===== config.mk =====
export PLATFORM = sky130hd
export DESIGN_NAME = dds_btn_wave_sel
export DESIGN_NICKNAME = d
export VERILOG_FILES = /design/src/rtl/dds_btn_wave_sel.sv
export SDC_FILE = /design/constraint.sdc
export NUM_CORES = 1
export LEC_CHECK = 0
export CAP_MARGIN = 20
export CORE_UTILIZATION = 50
export DETAILED_ROUTE_END_ITERATION = 10
export GPL_TIMING_DRIVEN = 0
export PLACE_DENSITY = 0.79
export SYNTH_ARGS = -nofsm -noshare
export SYNTH_HDL_FRONTEND = slang
export SYNTH_SLANG_ARGS = --single-unit

===== constraint.sdc =====
create_clock -name CLK -period 4.65 [get_ports CLK]
set_input_delay 0.93 -clock CLK [delete_from_list [all_inputs] [get_ports CLK]]
set_output_delay 0.93 -clock CLK [all_outputs]
set_load 0.05 [all_outputs]

===== src/rtl/dds_btn_wave_sel.sv =====
// Push-button conditioner for the DDS core: synchronise, debounce press/release, step the waveform select.
// Optional long-press reset-to-zero of the select is enabled by defining DDS_BTN_LONGPRESS_EN.
module dds_btn_wave_sel #(
  parameter int DEB_CYCLES  = 20,
  parameter int NUM_WAVES   = 4,
  parameter int SEL_W       = 2,
  parameter int LONG_CYCLES = 100000
) (
  input  logic             CLK,
  input  logic             RESET,
  input  logic             iExtBtn,
  output logic [SEL_W-1:0] oWaveSel,
  output logic             oSelStb,
  output logic             oBtnDb
);

  localparam int CNT_MAX = (DEB_CYCLES > LONG_CYCLES) ? DEB_CYCLES : LONG_CYCLES;
  localparam int CNT_W   = $clog2(CNT_MAX + 1);

  localparam logic [CNT_W-1:0] DEB_C    = CNT_W'(DEB_CYCLES);
  localparam logic [CNT_W-1:0] ONE_C    = CNT_W'(1);
  localparam logic [SEL_W-1:0] LAST_SEL = SEL_W'(NUM_WAVES - 1);
`ifdef DDS_BTN_LONGPRESS_EN
  localparam logic [CNT_W-1:0] LONG_LAST = CNT_W'(LONG_CYCLES - 1);
`endif

  typedef enum logic [1:0] {
    IDLE        = 2'd0,
    PRESS_CHK   = 2'd1,
    PRESSED     = 2'd2,
    RELEASE_CHK = 2'd3
  } state_t;

  state_t           state, state_nxt;
  logic [CNT_W-1:0] cnt, cnt_nxt;
  logic             btn_p0, btn_p1;
  logic             rel_pend, rel_pend_nxt;
  logic             db_nxt;
  logic             do_adv, do_clr;
`ifdef DDS_BTN_LONGPRESS_EN
  logic             long_done, long_done_nxt;
`endif

  function automatic logic [SEL_W-1:0] next_sel(input logic [SEL_W-1:0] cur);
    return (cur == LAST_SEL) ? '0 : cur + 1'b1;
  endfunction

  // Stage p0/p1: two-flop synchroniser; btn_p1 is the only copy the FSM looks at.
  always_ff @(posedge CLK) begin
    if (RESET) begin
      btn_p0 <= 1'b1;
      btn_p1 <= 1'b1;
    end else begin
      btn_p0 <= iExtBtn;
      btn_p1 <= btn_p0;
    end
  end

  always_ff @(posedge CLK) begin
    if (RESET) begin
      state    <= IDLE;
      cnt      <= '0;
      rel_pend <= 1'b1;
`ifdef DDS_BTN_LONGPRESS_EN
      long_done <= 1'b0;
`endif
    end else begin
      state    <= state_nxt;
      cnt      <= cnt_nxt;
      rel_pend <= rel_pend_nxt;
`ifdef DDS_BTN_LONGPRESS_EN
      long_done <= long_done_nxt;
`endif
    end
  end

  // After reset a full release debounce is required (rel_pend) so a held button cannot advance.
  always_comb begin
    state_nxt    = state;
    cnt_nxt      = cnt;
    rel_pend_nxt = rel_pend;
    db_nxt       = oBtnDb;
    do_adv       = 1'b0;
    do_clr       = 1'b0;
`ifdef DDS_BTN_LONGPRESS_EN
    long_done_nxt = long_done;
`endif
    case (state)
      IDLE: begin
        if (rel_pend) begin
          if (!btn_p1) begin
            cnt_nxt = '0;
          end else if (cnt == DEB_C) begin
            rel_pend_nxt = 1'b0;
            cnt_nxt      = '0;
          end else begin
            cnt_nxt = cnt + 1'b1;
          end
        end else if (!btn_p1) begin
          state_nxt = PRESS_CHK;
          cnt_nxt   = ONE_C;
        end
      end
      PRESS_CHK: begin
        if (btn_p1) begin
          state_nxt = IDLE;
          cnt_nxt   = '0;
        end else if (cnt == DEB_C) begin
          state_nxt = PRESSED;
          cnt_nxt   = '0;
          db_nxt    = 1'b1;
          do_adv    = 1'b1;
        end else begin
          cnt_nxt = cnt + 1'b1;
        end
      end
      PRESSED: begin
        if (btn_p1) begin
          state_nxt = RELEASE_CHK;
          cnt_nxt   = ONE_C;
        end
`ifdef DDS_BTN_LONGPRESS_EN
        else if (!long_done) begin
          if (cnt == LONG_LAST) begin
            do_clr        = 1'b1;
            long_done_nxt = 1'b1;
          end
          cnt_nxt = cnt + 1'b1;
        end
`endif
      end
      RELEASE_CHK: begin
        if (!btn_p1) begin
          state_nxt = PRESSED;
          cnt_nxt   = '0;
        end else if (cnt == DEB_C) begin
          state_nxt = IDLE;
          cnt_nxt   = '0;
          db_nxt    = 1'b0;
`ifdef DDS_BTN_LONGPRESS_EN
          long_done_nxt = 1'b0;
`endif
        end else begin
          cnt_nxt = cnt + 1'b1;
        end
      end
      default: begin
        state_nxt = IDLE;
        cnt_nxt   = '0;
      end
    endcase
  end

  // Stage p2: registered outputs; the strobe marks the cycle right after each select change.
  always_ff @(posedge CLK) begin
    if (RESET) begin
      oWaveSel <= '0;
      oSelStb  <= 1'b0;
      oBtnDb   <= 1'b0;
    end else begin
      oBtnDb  <= db_nxt;
      oSelStb <= do_adv | do_clr;
      if (do_clr) begin
        oWaveSel <= '0;
      end else if (do_adv) begin
        oWaveSel <= next_sel(oWaveSel);
      end
    end
  end

endmodule


==> results of run 1 <==
## layout make-up
| class | instances | share of cell area, % |
|---|---|---|
| buffer | 10 | 2.98 |
| tap | 30 | 2.48 |
| sequential | 26 | 34.4 |
| clock inverter | 1 | 1.99 |
| clock buffer | 3 | 1.49 |
| inverter | 8 | 1.99 |
| timing repair buffer | 6 | 3.97 |
| multi-input combinational | 107 | 50.7 |
## sequential cells by signal (all words and copies together) (netlist names), named ones only
register  flops
btn_p0        1
btn_p1        1
cnt          17
oBtnDb        1
oSelStb       1
oWaveSel      2
rel_pend      1
state         1
## synth_stat cells
cell / instances
sky130_fd_sc_hd__a21o_1: 1
sky130_fd_sc_hd__nand3_1: 4
sky130_fd_sc_hd__a21oi_1: 5
sky130_fd_sc_hd__xor2_1: 1
sky130_fd_sc_hd__or4_1: 10
sky130_fd_sc_hd__or3_1: 7
sky130_fd_sc_hd__a211oi_2: 2
sky130_fd_sc_hd__buf_4: 1
sky130_fd_sc_hd__nand4_1: 6
sky130_fd_sc_hd__nor4b_1: 3
sky130_fd_sc_hd__nor3b_1: 1
sky130_fd_sc_hd__nor4b_2: 1
sky130_fd_sc_hd__or2_2: 4
sky130_fd_sc_hd__a211oi_1: 9
sky130_fd_sc_hd__or3b_1: 1
sky130_fd_sc_hd__clkbuf_1: 5
sky130_fd_sc_hd__dfxtp_1: 26
sky130_fd_sc_hd__a211o_1: 1
sky130_fd_sc_hd__nand3b_1: 1
sky130_fd_sc_hd__mux2i_1: 1
sky130_fd_sc_hd__o21ai_0: 3
sky130_fd_sc_hd__xnor2_1: 5
sky130_fd_sc_hd__o2bb2ai_1: 1
sky130_fd_sc_hd__and4_1: 4
sky130_fd_sc_hd__a2111oi_0: 1
sky130_fd_sc_hd__ha_1: 3
sky130_fd_sc_hd__nor2_1: 2
sky130_fd_sc_hd__nor3_1: 6
sky130_fd_sc_hd__buf_1: 1
sky130_fd_sc_hd__buf_2: 3
sky130_fd_sc_hd__nand2b_1: 2
sky130_fd_sc_hd__o41ai_1: 1
sky130_fd_sc_hd__nor4_1: 3
sky130_fd_sc_hd__a311oi_1: 1
sky130_fd_sc_hd__o31ai_1: 9
sky130_fd_sc_hd__nand2_1: 5
sky130_fd_sc_hd__a31oi_1: 1
sky130_fd_sc_hd__inv_1: 8
sky130_fd_sc_hd__nor4bb_1: 1
sky130_fd_sc_hd__o311ai_1: 1
## cells by family (layout without fill, tap and decap cells)
group | Yosys count | count (layout) | share of synthesized area, %
buffers and inverters | 18 | 28 | 5.51
XOR/XNOR | 6 | 6 | 3.86
multiplexers | 1 | 1 | 0.735
AND/OR/NAND/NOR | 61 | 61 | 29.3
flip-flops | 26 | 26 | 38.2
AO/OA/AOI/OAI | 36 | 36 | 19.6
adder cells (fa/ha/maj) | 3 | 3 | 2.76
## worst register-to-register path, stage by stage (launching register included)
cell,delay [ps]
sky130_fd_sc_hd__dfxtp_1,370
sky130_fd_sc_hd__inv_1,130
sky130_fd_sc_hd__ha_1,160
sky130_fd_sc_hd__nor4bb_1,360
sky130_fd_sc_hd__nand4_1,220
sky130_fd_sc_hd__a21oi_1,570
sky130_fd_sc_hd__buf_2,340
sky130_fd_sc_hd__a211oi_1,70
## final timing paths
path / start / end / slack, ps / cells past startpoint
min: btn_p0$_SDFF_PP1_ / btn_p1$_SDFF_PP1_ / 450 / 1
min reg2reg: btn_p0$_SDFF_PP1_ / btn_p1$_SDFF_PP1_ / 450 / 1
max reg2reg: cnt[0]$_SDFFE_PP0P_ / cnt[15]$_SDFFE_PP0P_ / 2300 / 7
max: oWaveSel[0]$_SDFFE_PP0P_ / oWaveSel[0] / 2180 / 1
## layer usage
layer / vias to the layer above / GRT usage [%] / wire (um)
li1: 608 / - / -
met1: 591 / 28.8 / 1330
met2: 18 / 40.9 / 1510
met3: 5 / 2.54 / 89
met4: 0 / 11.1 / 53
met5: - / 0 / 0
## power by group through the flow
| stage | Sequential [mW] | Combinational [mW] | Clock (mW) |
|---|---|---|---|
| after global routing | 0.231 | 0.0359 | 0.164 |
| after floorplan | 0.240 | 0.0180 | 0 |
| after detailed placement | 0.235 | 0.0332 | 0 |
| after CTS | 0.230 | 0.0333 | 0.160 |
| after global placement | 0.235 | 0.0312 | 0 |
| final | 0.230 | 0.0331 | 0.157 |
## stage by stage
stage               power [mW]  setup WS (ps)
global placement         0.266           2230
global route             0.432           2020
floorplan                0.257           2730
detailed placement       0.268           2170
CTS                      0.424           2160
finish                   0.420           2180
## cells in the final DEF (no fill, tap or decap), types with 3 or more instances in the layout
master	netlist	final
sky130_fd_sc_hd__nor3_1	6	6
sky130_fd_sc_hd__nand3_1	4	4
sky130_fd_sc_hd__and4_1	4	4
sky130_fd_sc_hd__a211oi_1	9	9
sky130_fd_sc_hd__nor4_1	3	3
sky130_fd_sc_hd__nand2_1	5	5
sky130_fd_sc_hd__inv_1	8	8
sky130_fd_sc_hd__xnor2_1	5	5
sky130_fd_sc_hd__o21ai_0	3	3
sky130_fd_sc_hd__clkdlybuf4s50_1	0	6
sky130_fd_sc_hd__dfxtp_1	26	26
sky130_fd_sc_hd__clkbuf_1	5	5
sky130_fd_sc_hd__nand4_1	6	6
sky130_fd_sc_hd__ha_1	3	3
sky130_fd_sc_hd__a21oi_1	5	5
sky130_fd_sc_hd__o31ai_1	9	9
sky130_fd_sc_hd__clkbuf_4	0	3
sky130_fd_sc_hd__or4_1	10	10
sky130_fd_sc_hd__nor4b_1	3	3
sky130_fd_sc_hd__buf_2	3	3
sky130_fd_sc_hd__or2_2	4	4
sky130_fd_sc_hd__or3_1	7	7
==> run summary, run 1 <==
Maximum buffer depth of the clock tree: 2
Slowest cell on crit path: sky130_fd_sc_hd__clkdlybuf4s50_1
Number of DRC violations after detailed-routing iteration 0: 23
Element type at the critical path start: flop
Area leader, netlist: sky130_fd_sc_hd__dfxtp_1
Syn_area_per_cell: 9.02 um2
Switching share of power: 22.1%
Net count of the finished layout: 168
Clk Tree Root Cell: sky130_fd_sc_hd__clkbuf_4
Number of buffers inserted to repair setup after CTS: 0
Class of the most critical setup path: reg -> out
Portion of total power attributed to combinational logic: 7.9%
CTS Buf Count: 3
Area of the core region: 2520 um2
I/O pin cnt: 7
PortBufs: 6
Rows: 18
Ys Warns: 0
Starting density of the core: 54.0%
Flip-flop and latch count after synthesis: 26
Total placed instance area: 1460 um2
Half-perimeter wire length of the detailed placement result: 2150 um
Cell breakdown of the critical path: clkdlybuf4s50_1
Leak: 0.449 nW
Cell internal power dissipation: 0.327 mW
Number of instances in the synthesized netlist: 151
Class of the worst hold path: reg -> reg
H-Tree Level Count: 1
Crit path max fanout: 4
Clk network pwr share: 37.3%
Via count of the first global-routing pass: 1123
Number of vias per cell: 6.40
CTS clock-pin slew for the worst setup and hold paths: 140 ps
Fin Clk Skew: 4.43 ps
Die height: 54.2 um
Number of clock sinks: 26
Tot GR Track Use: 23.6%
Die width: 54.2 um
Total setup violations reported at the end of the flow: 0
Proportion of power drawn by flip-flops and latches: 54.8%
Number of nets with antenna violations after detailed routing: 0
Number of max-capacitance violations reported: 0
Via count of the routed design: 1222
Final design area excluding fillers: 1510 um2
Number of antenna repair diodes: 0
Hold violation total from the final report: 0
Post-Route WL: 2980 um
Setup crit end kind: primary output
Synth top area cells: sky130_fd_sc_hd__dfxtp_1, sky130_fd_sc_hd__or4_1, sky130_fd_sc_hd__a211oi_1, sky130_fd_sc_hd__o31ai_1, sky130_fd_sc_hd__or3_1
P&R area growth vs syn: 11.0%
Worst max-slew margin expressed relative to the limit: 58.5%
Antenna violations before repair: 0
Multi-input gate area in the final layout: 766 um2
Kind of cell with the highest combined delay on the critical path: buffers and inverters
Pin count of the biggest net entering global routing: 16
Worst-skew pair later-pin latency: 330 ps
Count of pins over their slew limit: 0
Area of the die: 2940 um2
Data arrival at the endpoint of the critical path: 1540 ps
Peak supply drop: 0.000183 V
Number of non-filler instances in the completed layout: 191
Cell count after placement: 187
Number of gates given a new drive strength after cts: 0
Final cycle utilization of the critical path: 53.2%
Worst stage delay on the critical path: 810 ps
Req. time, crit path: 3720 ps
Global-route wire length before repair: 4870 um
Fraction of final layout cells sized beyond drive strength 1: 9.32%
Post-synthesis sequential area ratio: 38.2%
Area share of the leading cell type in the synthesized netlist: 38.2%
Routability cong.: 0.889
Maximum achievable frequency: 405 MHz
Slew at the pin with the worst max-slew slack: 622 ps
Worst hold-check slack: 450 ps
Post-synthesis instance area: 1360 um2
Net switching power: 0.0930 mW
Number of inserted filler cells in the final layout: 231
DR WL/cell: 15.6 um
Crit path buffers/inverters: 1
CTS tree: built
Power per standard cell area: 278 nW/um2
Total negative slack for setup checks: 0 ps
Post-CTS Hold Buffers: 0
Crit path time final: 2470 ps
Fin util: 59.9%
Residual DRC: 0
Unrepaired setup endpoints after global routing: false
Mapped Nets: 157
Outcome: finished clean
Remaining global-route overflow: 0
Total area of sequential cells: 520 um2
Yosys cell types: 40
Iteration count of the initial detailed-routing pass: 6
Power figures use the tool's default switching activity.
==> run 2, diff against run 1 <==
==> constraint.sdc (replaced) <==
create_clock -name CLK -period 2.57 [get_ports CLK]
set_input_delay 0.514 -clock CLK [delete_from_list [all_inputs] [get_ports CLK]]
set_output_delay 0.514 -clock CLK [all_outputs]
set_load 0.05 [all_outputs]
==> run 2 against run 1 <==
  * Total power increased by 81%
  * Global-route usage unchanged
  * Combinational power increased by 82%
  * Die area unchanged
  * Highest routed layer unchanged
  * Worst hold slack got worse by 0.60 ps
  * Count of clock-buffer cells in the layout unchanged
  * Utilization increased by 0.15 points
  * Via count increased by 0.25%
  * Sequential share of layout area decreased by 0.085 points
  * Clock skew decreased by 1.0 ps
  * Largest power group unchanged
==> run summary, run 2 (synthesis results as in run 1) <==
Outcome: finished clean
Via count of the routed design: 1225
Iteration count of the initial detailed-routing pass: 4
Half-perimeter wire length of the detailed placement result: 2150 um
Number of flip-flops under the largest register name: 17
Total setup violations reported at the end of the flow: 0
Hold violation total from the final report: 0
Total negative slack for setup checks: 0 ps
Number of max-capacitance violations reported: 0
Antenna violations before repair: 0
Crit path buffers/inverters: 2
Count of pins over their slew limit: 0
Rows: 18
Number of vias per cell: 6.41
Residual DRC: 0
Fin Clk Skew: 3.43 ps
Area of the core region: 2520 um2
Commonest cells after routing, fill and taps aside: sky130_fd_sc_hd__dfxtp_1, sky130_fd_sc_hd__or4_1, sky130_fd_sc_hd__a211oi_1, sky130_fd_sc_hd__o31ai_1, sky130_fd_sc_hd__inv_1
Die width: 54.2 um
Global-route wire length before repair: 4870 um
Via count of the first global-routing pass: 1123
Number of antenna repair diodes: 0
Power per standard cell area: 503 nW/um2
Biggest regs: cnt (17), oWaveSel (2)
Cell breakdown of the critical path: inv_1 -> ha_1 -> nor4bb_1 -> nand4_1 -> a21oi_2 -> buf_2 -> nor3_1
Worst hold-check slack: 449 ps
CTS tree: built
Clk Tree Root Cell: sky130_fd_sc_hd__clkbuf_4
Number of clock sinks: 26
Final cycle utilization of the critical path: 84.0%
Worst max-slew margin expressed relative to the limit: 58.5%
Slew at the pin with the worst max-slew slack: 621 ps
Worst-skew pair later-pin latency: 330 ps
Starting density of the core: 54.0%
H-Tree Level Count: 1
Crit path time final: 2160 ps
Crit path max fanout: 10
CTS Buf Count: 3
Data arrival at the endpoint of the critical path: 2380 ps
Peak supply drop: 0.000332 V
Maximum achievable frequency: 463 MHz
Number of non-filler instances in the completed layout: 191
PortBufs: 6
Kind of cell with the highest combined delay on the critical path: simple AND/OR/NAND/NOR gates
Number of DRC violations after detailed-routing iteration 0: 21
Tot GR Track Use: 23.6%
Req. time, crit path: 2790 ps
I/O pin cnt: 7
Class of the worst hold path: reg -> reg
Worst stage delay on the critical path: 400 ps
Setup crit end kind: flop
Area of the die: 2940 um2
Die height: 54.2 um
CTS clock-pin slew for the worst setup and hold paths: 140 ps
Biggest register: cnt
Net count of the finished layout: 168
Fraction of final layout cells sized beyond drive strength 1: 9.94%
Slowest cell on crit path: sky130_fd_sc_hd__a21oi_2
DR WL/cell: 15.5 um
Fin worst setup slack: 412 ps
Remaining global-route overflow: 0
Pin count of the biggest net entering global routing: 16
Maximum buffer depth of the clock tree: 2
P&R area growth vs syn: 11.3%
Post-CTS Hold Buffers: 0
Element type at the critical path start: flop
Most common cell after layout, fill and taps aside: sky130_fd_sc_hd__dfxtp_1
Post-Route WL: 2960 um
Cell count after placement: 187
Class of the most critical setup path: reg -> reg
Pre-CTS setup slack: 284 ps
Routability cong.: 0.889
Leak: 0.449 nW
Unrepaired setup endpoints after global routing: false
Number of nets with antenna violations after detailed routing: 0
-- run 2: repair_timing --
| action | in CTS | in global routing |
|---|---|---|
| endpoints found under the setup margin | 0 | 10 |
| setup buffers | 0 | 0 |
| gates resized for setup | 0 | 1 |
-- run 2: layout make-up --
cell class | instances | area, um2
fill | 229 | 1010
buffer | 10 | 45.0
clock inverter | 1 | 30.0
multi-input combinational | 107 | 769
sequential | 26 | 520
inverter | 8 | 30.0
clock buffer | 3 | 22.5
tap | 30 | 37.5
timing repair buffer | 6 | 60.1
-- run 2: final timing paths --
path,startpoint,to,slack (ps),depth (start not counted)
hold reg to reg,btn_p0$_SDFF_PP1_,btn_p1$_SDFF_PP1_,450,1
setup / recovery,cnt[0]$_SDFFE_PP0P_,cnt[4]$_SDFFE_PP0P_,410,7
setup reg to reg,cnt[0]$_SDFFE_PP0P_,cnt[4]$_SDFFE_PP0P_,410,7
hold / removal,btn_p0$_SDFF_PP1_,btn_p1$_SDFF_PP1_,450,1
-- run 2: through the flow --
stage	instance area (um2)	util, %	power, mW
after floorplan	1360	-	0.466
after global placement	1460	57.8	0.481
after detailed placement	1460	57.8	0.486
after CTS	1510	59.9	0.767
after global routing	1520	60.1	0.781
final	1520	60.1	0.762
-- run 2: report_power, final --
part | switching, mW | internal, mW
Sequential | 0.00575 | 0.411
Combinational | 0.0370 | 0.0231
Clock | 0.127 | 0.158
Total | 0.170 | 0.592
-- run 2: layer usage --
metal	share of wire [%]	track usage [%]
met5	0	0
met4	2.0	11.1
met3	3.1	2.54
met2	51	40.9
met1	44	28.8
